### src/rtl/user_logic_record_pkg.sv
// Shared definitions for the trigger-gated record packager: FSM encoding,
// user-register indices and control-word bit positions.
package user_logic_record_pkg;

  typedef enum logic [2:0] {
    ST_IDLE   = 3'd0,
    ST_ARMED  = 3'd1,
    ST_DELAY  = 3'd2,
    ST_RECORD = 3'd3,
    ST_DONE   = 3'd4
  } rec_state_e;

  localparam int REG_W     = 16;
  localparam int REG_CTRL  = 0;
  localparam int REG_DELAY = 1;
  localparam int REG_LEN   = 2;
  localparam int REG_DECIM = 3;

  localparam int CTRL_EN      = 0;
  localparam int CTRL_SEL_LSB = 2;
  localparam int CTRL_SEL_MSB = 3;
  localparam int CTRL_CONT    = 4;
  localparam int CTRL_CLR     = 5;

  // Status counters stick at all-ones rather than wrapping.
  function automatic logic [15:0] sat_inc(input logic [15:0] v);
    return (v == 16'hFFFF) ? v : v + 16'd1;
  endfunction

endpackage

### src/rtl/user_logic_record_gate_if.sv
// Sample/trigger/register bundle between the acquisition front end (master)
// and the record gate (slave).
interface user_logic_record_gate_if #(
  parameter int NofBits             = 16,
  parameter int NofChannels         = 2,
  parameter int NofUserRegistersOut = 4
);
  logic [NofBits*NofChannels-1:0]    x_i;
  logic [NofBits*NofChannels-1:0]    xz_i;
  logic                              data_valid_i;
  logic [3:0]                        trigger_vector_i;
  logic [16*8-1:0]                   user_register_i;
  logic [NofBits*NofChannels-1:0]    y_o;
  logic [NofBits*NofChannels-1:0]    yz_o;
  logic                              data_valid_o;
  logic [3:0]                        trigger_vector_o;
  logic [16*NofUserRegistersOut-1:0] user_register_o;

  modport master (
    output x_i, xz_i, data_valid_i, trigger_vector_i, user_register_i,
    input  y_o, yz_o, data_valid_o, trigger_vector_o, user_register_o
  );

  modport slave (
    input  x_i, xz_i, data_valid_i, trigger_vector_i, user_register_i,
    output y_o, yz_o, data_valid_o, trigger_vector_o, user_register_o
  );
endinterface

### src/rtl/user_logic_record_ctrl.sv
// Record FSM with edge detect, delay/length counters and status counters.
// Optional decimation inside a record is built with USER_LOGIC_RECORD_DECIM_EN.
module user_logic_record_ctrl
  import user_logic_record_pkg::*;
(
  input  logic        clk_i,
  input  logic        rst_n_i,
  input  logic        data_valid_i,
  input  logic [3:0]  trigger_vector_i,
  input  logic [15:0] ctrl_i,
  input  logic [15:0] delay_i,
  input  logic [15:0] len_i,
  input  logic [3:0]  decim_i,
  output logic        pass_o,
  output rec_state_e  state_o,
  output logic [15:0] rec_cnt_o,
  output logic [15:0] miss_cnt_o
);

  rec_state_e  state, state_next;
  logic [3:0]  trig_prev;
  logic [15:0] dly_q, len_q, dly_cnt, pass_cnt;
  logic [15:0] len_eff, cnt_eff;
  logic [1:0]  sel;
  logic        enable, cont, clear, trig, start, active, phase_ok;
  logic        rec_done, dly_done, miss;

  assign enable = ctrl_i[CTRL_EN];
  assign cont   = ctrl_i[CTRL_CONT];
  assign clear  = ctrl_i[CTRL_CLR];
  assign sel    = ctrl_i[CTRL_SEL_MSB:CTRL_SEL_LSB];
  assign trig   = trigger_vector_i[sel] & ~trig_prev[sel];

  // With zero delay the trigger cycle itself acts as the first RECORD cycle.
  assign start    = (state == ST_ARMED) && enable && trig;
  assign active   = enable && ((state == ST_RECORD) || (start && delay_i == 16'd0));
  assign len_eff  = (state == ST_RECORD) ? len_q : len_i;
  assign cnt_eff  = (state == ST_RECORD) ? pass_cnt : 16'd0;
  assign dly_done = (state == ST_DELAY) && enable && data_valid_i && (dly_cnt + 16'd1 == dly_q);
  assign miss     = trig && ((state == ST_DELAY) || (state == ST_RECORD) || (state == ST_DONE));

`ifdef USER_LOGIC_RECORD_DECIM_EN
  logic [3:0] phase, phase_eff;
  assign phase_eff = (state == ST_RECORD) ? phase : 4'd0;
  assign phase_ok  = (phase_eff == 4'd0);

  always_ff @(posedge clk_i or negedge rst_n_i) begin
    if (!rst_n_i) begin
      phase <= 4'd0;
    end else if (!active) begin
      phase <= 4'd0;
    end else if (data_valid_i) begin
      phase <= (phase_eff == decim_i) ? 4'd0 : phase_eff + 4'd1;
    end else begin
      phase <= phase_eff;
    end
  end
`else
  logic unused_decim;
  assign unused_decim = ^decim_i;
  assign phase_ok     = 1'b1;
`endif

  always_ff @(posedge clk_i or negedge rst_n_i) begin
    if (!rst_n_i) state <= ST_IDLE;
    else          state <= state_next;
  end

  always_comb begin
    state_next = state;
    if (!enable) begin
      state_next = ST_IDLE;
    end else begin
      case (state)
        ST_IDLE:   state_next = ST_ARMED;
        ST_ARMED:  if (trig) state_next = (delay_i == 16'd0) ? ST_RECORD : ST_DELAY;
        ST_DELAY:  if (dly_done) state_next = ST_RECORD;
        ST_RECORD: if (rec_done) state_next = cont ? ST_ARMED : ST_DONE;
        ST_DONE:   state_next = ST_DONE;
        default:   state_next = ST_IDLE;
      endcase
    end
  end

  always_comb begin
    pass_o   = active && data_valid_i && phase_ok && (cnt_eff < len_eff);
    rec_done = (state == ST_RECORD) && enable &&
               ((cnt_eff == len_eff) || (pass_o && (cnt_eff + 16'd1 == len_eff)));
  end

  always_ff @(posedge clk_i or negedge rst_n_i) begin
    if (!rst_n_i) begin
      trig_prev  <= 4'd0;
      dly_q      <= 16'd0;
      len_q      <= 16'd0;
      dly_cnt    <= 16'd0;
      pass_cnt   <= 16'd0;
      rec_cnt_o  <= 16'd0;
      miss_cnt_o <= 16'd0;
    end else begin
      trig_prev <= trigger_vector_i;
      if (start) begin
        dly_q <= delay_i;
        len_q <= len_i;
      end
      if (state != ST_DELAY)  dly_cnt <= 16'd0;
      else if (data_valid_i)  dly_cnt <= dly_cnt + 16'd1;
      pass_cnt <= active ? cnt_eff + {15'd0, pass_o} : 16'd0;
      if (clear)         rec_cnt_o <= 16'd0;
      else if (rec_done) rec_cnt_o <= sat_inc(rec_cnt_o);
      if (clear)         miss_cnt_o <= 16'd0;
      else if (miss)     miss_cnt_o <= sat_inc(miss_cnt_o);
    end
  end

  logic unused_ctrl;
  assign unused_ctrl = ^{ctrl_i[15:6], ctrl_i[1]};
  assign state_o     = state;

endmodule

### src/rtl/user_logic_record_gate.sv
// Trigger-gated record packager top: output registers, channel muxing, status packing.
// Build with USER_LOGIC_RECORD_DECIM_EN to enable in-record decimation (reg3[3:0]).
module user_logic_record_gate
  import user_logic_record_pkg::*;
#(
  parameter int NofBits             = 16,
  parameter int NofChannels         = 2,
  parameter int NofUserRegistersOut = 4
) (
  input logic                     clk_i,
  input logic                     rst_n_i,
  user_logic_record_gate_if.slave bus
);

  localparam int W = NofBits * NofChannels;

  logic [REG_W-1:0] reg_ctrl, reg_delay, reg_len, reg_decim;
  logic [W-1:0]     y, yz;
  logic [3:0]       trig_q;
  logic             dv_q, pass;
  rec_state_e       state;
  logic [15:0]      rec_cnt, miss_cnt;
  logic [16*NofUserRegistersOut-1:0] status;

  assign reg_ctrl  = bus.user_register_i[REG_W*REG_CTRL  +: REG_W];
  assign reg_delay = bus.user_register_i[REG_W*REG_DELAY +: REG_W];
  assign reg_len   = bus.user_register_i[REG_W*REG_LEN   +: REG_W];
  assign reg_decim = bus.user_register_i[REG_W*REG_DECIM +: REG_W];

  user_logic_record_ctrl u_ctrl (
    .clk_i            (clk_i),
    .rst_n_i          (rst_n_i),
    .data_valid_i     (bus.data_valid_i),
    .trigger_vector_i (bus.trigger_vector_i),
    .ctrl_i           (reg_ctrl),
    .delay_i          (reg_delay),
    .len_i            (reg_len),
    .decim_i          (reg_decim[3:0]),
    .pass_o           (pass),
    .state_o          (state),
    .rec_cnt_o        (rec_cnt),
    .miss_cnt_o       (miss_cnt)
  );

  // Gated samples load only when passed; otherwise the last record sample holds.
  always_ff @(posedge clk_i or negedge rst_n_i) begin
    if (!rst_n_i) begin
      y      <= '0;
      yz     <= '0;
      dv_q   <= 1'b0;
      trig_q <= 4'd0;
    end else begin
      dv_q   <= pass;
      trig_q <= bus.trigger_vector_i;
      if (pass) begin
        for (int k = 0; k < NofChannels; k++) begin
          y[k*NofBits +: NofBits]  <= bus.x_i[k*NofBits +: NofBits];
          yz[k*NofBits +: NofBits] <= bus.xz_i[k*NofBits +: NofBits];
        end
      end
    end
  end

  always_comb begin
    status        = '0;
    status[2:0]   = state;
    status[31:16] = rec_cnt;
    status[47:32] = miss_cnt;
  end

  logic unused_regs;
  assign unused_regs = ^{bus.user_register_i[16*8-1:REG_W*4], reg_decim[15:4]};

  assign bus.y_o              = y;
  assign bus.yz_o             = yz;
  assign bus.data_valid_o     = dv_q;
  assign bus.trigger_vector_o = trig_q;
  assign bus.user_register_o  = status;

endmodule

### src/flat_wrapper.sv
// flat-port wrapper written by rule: the top's interface ports become plain ports
module user_logic_record_gate_flat import user_logic_record_pkg::*;
#(
  parameter int NofBits             = 16,
  parameter int NofChannels         = 2,
  parameter int NofUserRegistersOut = 4
)
  (clk_i, rst_n_i, bus_x_i, bus_xz_i, bus_data_valid_i, bus_trigger_vector_i, bus_user_register_i, bus_y_o, bus_yz_o, bus_data_valid_o, bus_trigger_vector_o, bus_user_register_o);
  user_logic_record_gate_if #(.NofBits(NofBits), .NofChannels(NofChannels), .NofUserRegistersOut(NofUserRegistersOut)) bus_i ();
  input logic clk_i;
  input logic rst_n_i;
  input wire logic [$bits(bus_i.x_i)-1:0] bus_x_i;
  input wire logic [$bits(bus_i.xz_i)-1:0] bus_xz_i;
  input wire logic [$bits(bus_i.data_valid_i)-1:0] bus_data_valid_i;
  input wire logic [$bits(bus_i.trigger_vector_i)-1:0] bus_trigger_vector_i;
  input wire logic [$bits(bus_i.user_register_i)-1:0] bus_user_register_i;
  output wire logic [$bits(bus_i.y_o)-1:0] bus_y_o;
  output wire logic [$bits(bus_i.yz_o)-1:0] bus_yz_o;
  output wire logic [$bits(bus_i.data_valid_o)-1:0] bus_data_valid_o;
  output wire logic [$bits(bus_i.trigger_vector_o)-1:0] bus_trigger_vector_o;
  output wire logic [$bits(bus_i.user_register_o)-1:0] bus_user_register_o;
  assign bus_i.x_i = bus_x_i;
  assign bus_i.xz_i = bus_xz_i;
  assign bus_i.data_valid_i = bus_data_valid_i;
  assign bus_i.trigger_vector_i = bus_trigger_vector_i;
  assign bus_i.user_register_i = bus_user_register_i;
  assign bus_y_o = bus_i.y_o;
  assign bus_yz_o = bus_i.yz_o;
  assign bus_data_valid_o = bus_i.data_valid_o;
  assign bus_trigger_vector_o = bus_i.trigger_vector_o;
  assign bus_user_register_o = bus_i.user_register_o;
  user_logic_record_gate #(.NofBits(NofBits), .NofChannels(NofChannels), .NofUserRegistersOut(NofUserRegistersOut)) u_core (.clk_i(clk_i), .rst_n_i(rst_n_i), .bus(bus_i));
endmodule
### config.mk
export PLATFORM = sky130hd
export DESIGN_NAME = user_logic_record_gate_flat
export DESIGN_NICKNAME = d
export VERILOG_FILES = /design/src/rtl/user_logic_record_pkg.sv /design/src/rtl/user_logic_record_gate_if.sv /design/src/rtl/user_logic_record_ctrl.sv /design/src/rtl/user_logic_record_gate.sv /design/src/flat_wrapper.sv
export SDC_FILE = /design/constraint.sdc
export NUM_CORES = 1
export LEC_CHECK = 0
export CORE_AREA = 2 2 175 143
export DETAILED_ROUTE_END_ITERATION = 12
export DIE_AREA = 0 0 177 145
export GPL_ROUTABILITY_DRIVEN = 0
export GPL_TIMING_DRIVEN = 0
export PLACE_DENSITY = 0.77
export SYNTH_ARGS = -nofsm -noshare
export SYNTH_HDL_FRONTEND = slang
export SYNTH_HIERARCHICAL = 1
export SYNTH_SLANG_ARGS = --single-unit
### constraint.sdc
create_clock -name clk_i -period 5.6 [get_ports clk_i]
set_clock_uncertainty 0.2 [all_clocks]
set_input_delay 0.84 -clock clk_i [delete_from_list [all_inputs] [get_ports clk_i]]
set_output_delay 0.84 -clock clk_i [all_outputs]
set_load 0.05 [all_outputs]
* Word-level counts from Yosys, hierarchy flattened
Index checks and enable logic that the tools add are counted.
** Operators by class
- $add $sub $neg :: 5
- Magnitude comparators :: 2
- Equal/unequal tests :: 15
- Multiplexer cells :: 22
- Bitwise operators :: 2
- Reduce and logical (&&, ||, !) cells :: 25
** Operators with widths (number)
- $mux 16 :: 11
- $add 16x1->16 const B :: 4
- $eq 16x16->1 :: 3
- $eq 16x16->1 const B :: 2
- $add 16x1->16 :: 1
- $logic_not 16->1 :: 1
- $lt 16x16->1 :: 1
- $mux 3 :: 5
- $pmux 3 s5 :: 1
- $logic_and 1x1->1 :: 13
- $ne 3x3->1 const B :: 3
- $eq 3x2->1 const B :: 2
- $reduce_bool 2->1 :: 3
- $bmux 1 s2 :: 2
- $logic_or 1x1->1 :: 4
- $ne 2x2->1 const B :: 2
- $reduce_and 2->1 :: 2
- $eq 3x1->1 const B :: 1
- $eq 3x3->1 const B :: 1
- $logic_not 3->1 :: 1
- $lt 2x3->1 const B :: 1
- $mux 1 :: 3
- $ne 3x2->1 const B :: 1
- $reduce_and 3->1 :: 1
- 2 further kinds :: 2
** Word-level totals
- Register bits :: 168
- Output and inout port bits :: 133
- Logic and storage cells :: 82

* Longest topological paths before layout
- Depth in word-level cells :: 16
- Depth in mapped cells :: 21
- Gate-level depth less buffers :: 17

* Cells and area by module
The synthesis kept the hierarchy.
** By module, submodules not included
- user_logic_record_ctrl :: times used 1, cells each 671, area an instance 6408.6 um^2, seq. area each 2577.5 um^2
- user_logic_record_gate :: times used 1, cells each 170, area an instance 3025.4 um^2, seq. area each 1726.7 um^2

* Least setup slack after synthesis
No wires, ideal clock.
- Kind :: register to register
- Start :: register u_core.u_ctrl.state[0] (netlist: u_core/u_ctrl/state_o[0])
- End :: register u_core.u_ctrl.pass_cnt[15]
- Data arrival time :: 4941 ps
- Data required time :: 5322 ps
- Path slack :: 381 ps
- Stages on the path, launching flop included :: 20
- Buffers on the path :: 3
- Clock period less this slack :: 5219 ps
- Cells stage by stage :: dfrtp_1 -> buf_2 -> nand3b_1 -> clkbuf_1 -> clkbuf_1 -> mux2i_1 -> ha_1 -> a21oi_1 -> o21a_1 -> o2bb2ai_1 -> a2111oi_4 -> ha_1 -> nand3_1 -> nor3_1 -> nand2_1 -> nor2_1 -> and2_1 -> nand2_1 -> or3_1 -> a21oi_1
** Between the ends
- Cells in the longest elaborated chain, start to end :: 10
** RTL lines
- from (decl) :: line user_logic_record_ctrl.sv:20 : rec_state_e state, state_next;
- from (signal assigned) :: line user_logic_record_ctrl.sv:66 : else state <= state_next;
- branches (longest 7 deep; another with $lt 16x16->1)
- $logic_and 1x1->1 * :: line user_logic_record_ctrl.sv:86 : pass_o = active && data_valid_i && phase_ok && (cnt_eff < len_eff);
- net u_core.pass :: line user_logic_record_gate.sv:20 : logic dv_q, pass;
- $add 16x1->16 * :: line user_logic_record_ctrl.sv:108 : pass_cnt <= active ? cnt_eff + {15'd0, pass_o} : 16'd0;
- $mux 16 * :: line user_logic_record_ctrl.sv:108
- to (signal assigned) :: line user_logic_record_ctrl.sv:108
- to (decl) :: line user_logic_record_ctrl.sv:22 : logic [15:0] dly_q, len_q, dly_cnt, pass_cnt;
Mark *: on every way through the listed nets, which the timed path passes.
A chain may end at the register's enable or synchronous reset.

* Worst setup path in the final report
- Start :: register u_core.u_ctrl.state[1] (netlist: u_core/u_ctrl/state_o[1])
- End :: register u_core.u_ctrl.pass_cnt[15]
The elaborated chain is that of the path after synthesis.

==> out/metrics.yaml <==
clocking:
  clk_pin_slew_ns: 0.07
  cts_sinks: 172
  ctsHtreeMaxLevel: 4
  numCtsBuffers: 17
  clock-root-buffer: "clkbuf_16"
  cts_tree: "yes"
  clk_path_buf_depth: 2
  clkLatencyLatePin_ns: 0.43
synth:
  ys.flop_type: "dfrtp_1"
  ys_types: 62
  synth_edf_count: 0
  synthCells: 841
  ys_warn_count: 6
  syn_avg_cell_area_um2: 11.2
  syn_area_mm2: 0.00943
  synth_seq_cells: 172
  synthArstFlopShare: 1.00
  yosysSeqAreaShare: 0.456
run:
  cap_violations: 0
global_route:
  grt_use_total: 0.188
  gr-usage-met1: 0.257
  antenna_found_initial: 1
  grt_pass1_vias: 7410
  busiest_layer: "met2"
  grtUsageMet3: 0.0396
  overflow: 0
  met2_usage: 0.300
  grt_max_degree: 88
  grt_pass1_wl_um: 38700
sta:
  slew_violations: 0
  hold_viol_final: 0
  rsz0062_at_grt: "no"
  clock.fmax_ghz: 0.194
  slew-limit-headroom: 0.533
  fin_crit_ns: 5.16
  period_share: 0.922
  tightestPinTransition_ns: 0.701
  finalSetupViolations: 0
pwr:
  p_sw_w: 0.00148
  seqPwrFrac: 0.384
  p_leak_nw: 5.48
  power_density_mw_per_mm2: 329
  comb_power_share: 0.324
  ir_worst_vdd_v: 0.000230
  p_clk_frac: 0.292
  swShare: 0.354
  power.total_w: 0.00418
  p_int_w: 0.00270
route:
  via_count: 7333
  drt_iter0_markers: 354
  routed_wl_um: 24000
  via_per_inst: 5.12
  drcViolationCount: 0
  avgRoutedWirePerCell_um: 16.8
  final_antenna_net_count: 0
  first_pass_iters: 5
setup_path:
  start_kind: "flop"
  slowest_stage: "a2111oi_4"
  r2r_start: "u_core/u_ctrl/state_o[1]"
  crit_buf_inv: 3
  cp_data_required_time_ns: 5.74
  cp_top_family: "simple AND/OR/NAND/NOR gates"
  end_kind: "flop"
  crit_path_cell_trace: "buf_2, and3b_1, buf_2, clkbuf_2, and2_1, ha_1, a21oi_1, o21a_1, o2bb2ai_1, a2111oi_4, ha_1, nand3_1, nor3_2, nand2_1, nor2_2, and2_1, nand2_1, or3_1, a21oi_1"
  crit_arrival_ns: 5.31
  crit_start: "u_core/u_ctrl/state_o[1]"
  critPathMaxStageDelay_ns: 0.43
  path_max_fanout: 19
  critPathKind: "reg2reg"
floorplanning:
  die_area_mm2: 0.0257
  coreArea_mm2: 0.0239
  start_util: 0.394
  rows: 51
  die_w_um: 177
  fp.dieH_um: 145
  pin_count: 332
placement:
  portBuffers: 210
  dp_hpwl_um: 17900
layout:
  syn2layout_area_growth_pct: 34.7
  final_nets: 1319
  final_util: 0.531
  drive_above_1_share: 0.176
  diodes: 0
outcome:
  status: "complete, no violations"
hold_path:
  hold_class: "in2async"
## layout by cell type (no fill, tap or decap), drive strengths merged, types with 19 or more instances in the layout
cell type,count
nand3,25
xnor2,34
nand2,44
ha,20
a21oi,36
nand4,24
xor2,42
or3,19
dfrtp,172
mux2,98
o21ai,28
clkdlybuf4s50,209
nor2,61
clkbuf,38
buf,53
mux2i,19
conb,29
and2,26
## Yosys cell counts, types with 21 or more instances
master / instances / area (um2)
clkbuf_1: 21 / 78.8
buf_4: 31 / 233
o21ai_0: 28 / 140
xor2_1: 42 / 368
and2_1: 26 / 163
mux2_2: 38 / 428
a21oi_1: 36 / 180
nand2_1: 44 / 165
nand4_1: 24 / 150
mux2_4: 60 / 901
nor2_1: 61 / 229
dfrtp_1: 172 / 4300
nand3_1: 23 / 115
xnor2_1: 34 / 298
## cells by family after synthesis
logic type / after synthesis / synth area share
multiplexers: 118 / 0.163
other: 1 / 0.000397
flip-flops: 172 / 0.456
XOR/XNOR: 76 / 0.0706
buffers and inverters: 78 / 0.0570
AO/OA/AOI/OAI: 102 / 0.0710
adder cells (fa/ha/maj): 20 / 0.0265
AND/OR/NAND/NOR: 274 / 0.155
## worst register-to-register path, stage by stage (launching register included)
cell and delay [ns]:
dfrtp_1 0.37, buf_2 0.20, and3b_1 0.26, buf_2 0.36, clkbuf_2 0.33, and2_1 0.18
ha_1 0.24, a21oi_1 0.14, o21a_1 0.16, o2bb2ai_1 0.12, a2111oi_4 0.43, ha_1 0.31
nand3_1 0.15, nor3_2 0.31, nand2_1 0.22, nor2_2 0.26, and2_1 0.20, nand2_1 0.10
or3_1 0.37, a21oi_1 0.16
## cell type report
class | count | area, um2
sequential | 172 | 4300
inverter | 8 | 30.0
clock inverter | 14 | 173
clock buffer | 18 | 439
multi-input combinational | 619 | 4700
timing repair buffer | 213 | 2150
tap | 318 | 398
fill | 2050 | 11200
buffer | 69 | 510
## stage by stage
step	cells	instance area, um2	hold slack [ns]	setup slack, ns	setup TNS [ns]
4_1_cts	1430	12700	0.235	0.128	0
6_report	1431	12700	0.191	0.436	0
3_3_place_gp	1397	12000	0.291	-3.72	-636.59
5_1_grt	1431	12700	0.241	0.0147	0
3_5_place_dp	1398	12100	0.292	-0.646	-1.82
2_1_floorplan	869	9540	0.279	0.381	0
## per-layer routing
layer | routed length, um | vias to the layer above
li1 | - | 3448
met1 | 10700 | 3594
met2 | 11300 | 251
met3 | 1520 | 40
met4 | 410 | 0
met5 | 0 | -
## worst paths after layout
path,slack (ns),end,cells past startpoint
worst max-delay path,0.44,u_core/u_ctrl/pass_cnt[15],19
worst min-delay path,0.19,u_core/u_ctrl/len_q[8],1
worst max register to register,0.44,u_core/u_ctrl/pass_cnt[15],19
worst min register to register,0.31,u_core/bus.yz_o[23],1
max in group asynchronous,4.14,u_core/u_ctrl/miss_cnt_o[7],2
min in group clk_i,0.31,u_core/bus.yz_o[23],1
## registers in the layout (all words and copies together), names as in the netlist
register and cells:
u_core/u_ctrl/state_o 3, u_core/u_ctrl/rec_cnt_o 16, u_core/u_ctrl/len_q 16, u_core/u_ctrl/trig_prev 4, u_core/bus.data_valid_o 1, u_core/bus.y_o 32, u_core/u_ctrl/miss_cnt_o 16, u_core/u_ctrl/dly_cnt 16
u_core/bus.yz_o 32, u_core/bus.trigger_vector_o 4, u_core/u_ctrl/dly_q 16, u_core/u_ctrl/pass_cnt 16
## timing repair
action	CTS	global route
pin swaps	1	1
setup endpoints to repair	8	2
buffers inserted	1	1
hold buffers	0	0
gates resized for setup	4	2
## power groups by stage
stage | sequential [W] | clock, W | combinational [W]
after CTS | 0.00161 | 0.00125 | 0.00136
final | 0.00161 | 0.00122 | 0.00135
after detailed placement | 0.00162 | 0 | 0.00136
after global placement | 0.00162 | 0 | 0.00133
after global routing | 0.00163 | 0.00130 | 0.00142
after floorplan | 0.00202 | 0 | 0.000492
Note: power is estimated with default switching activity, not from simulation.
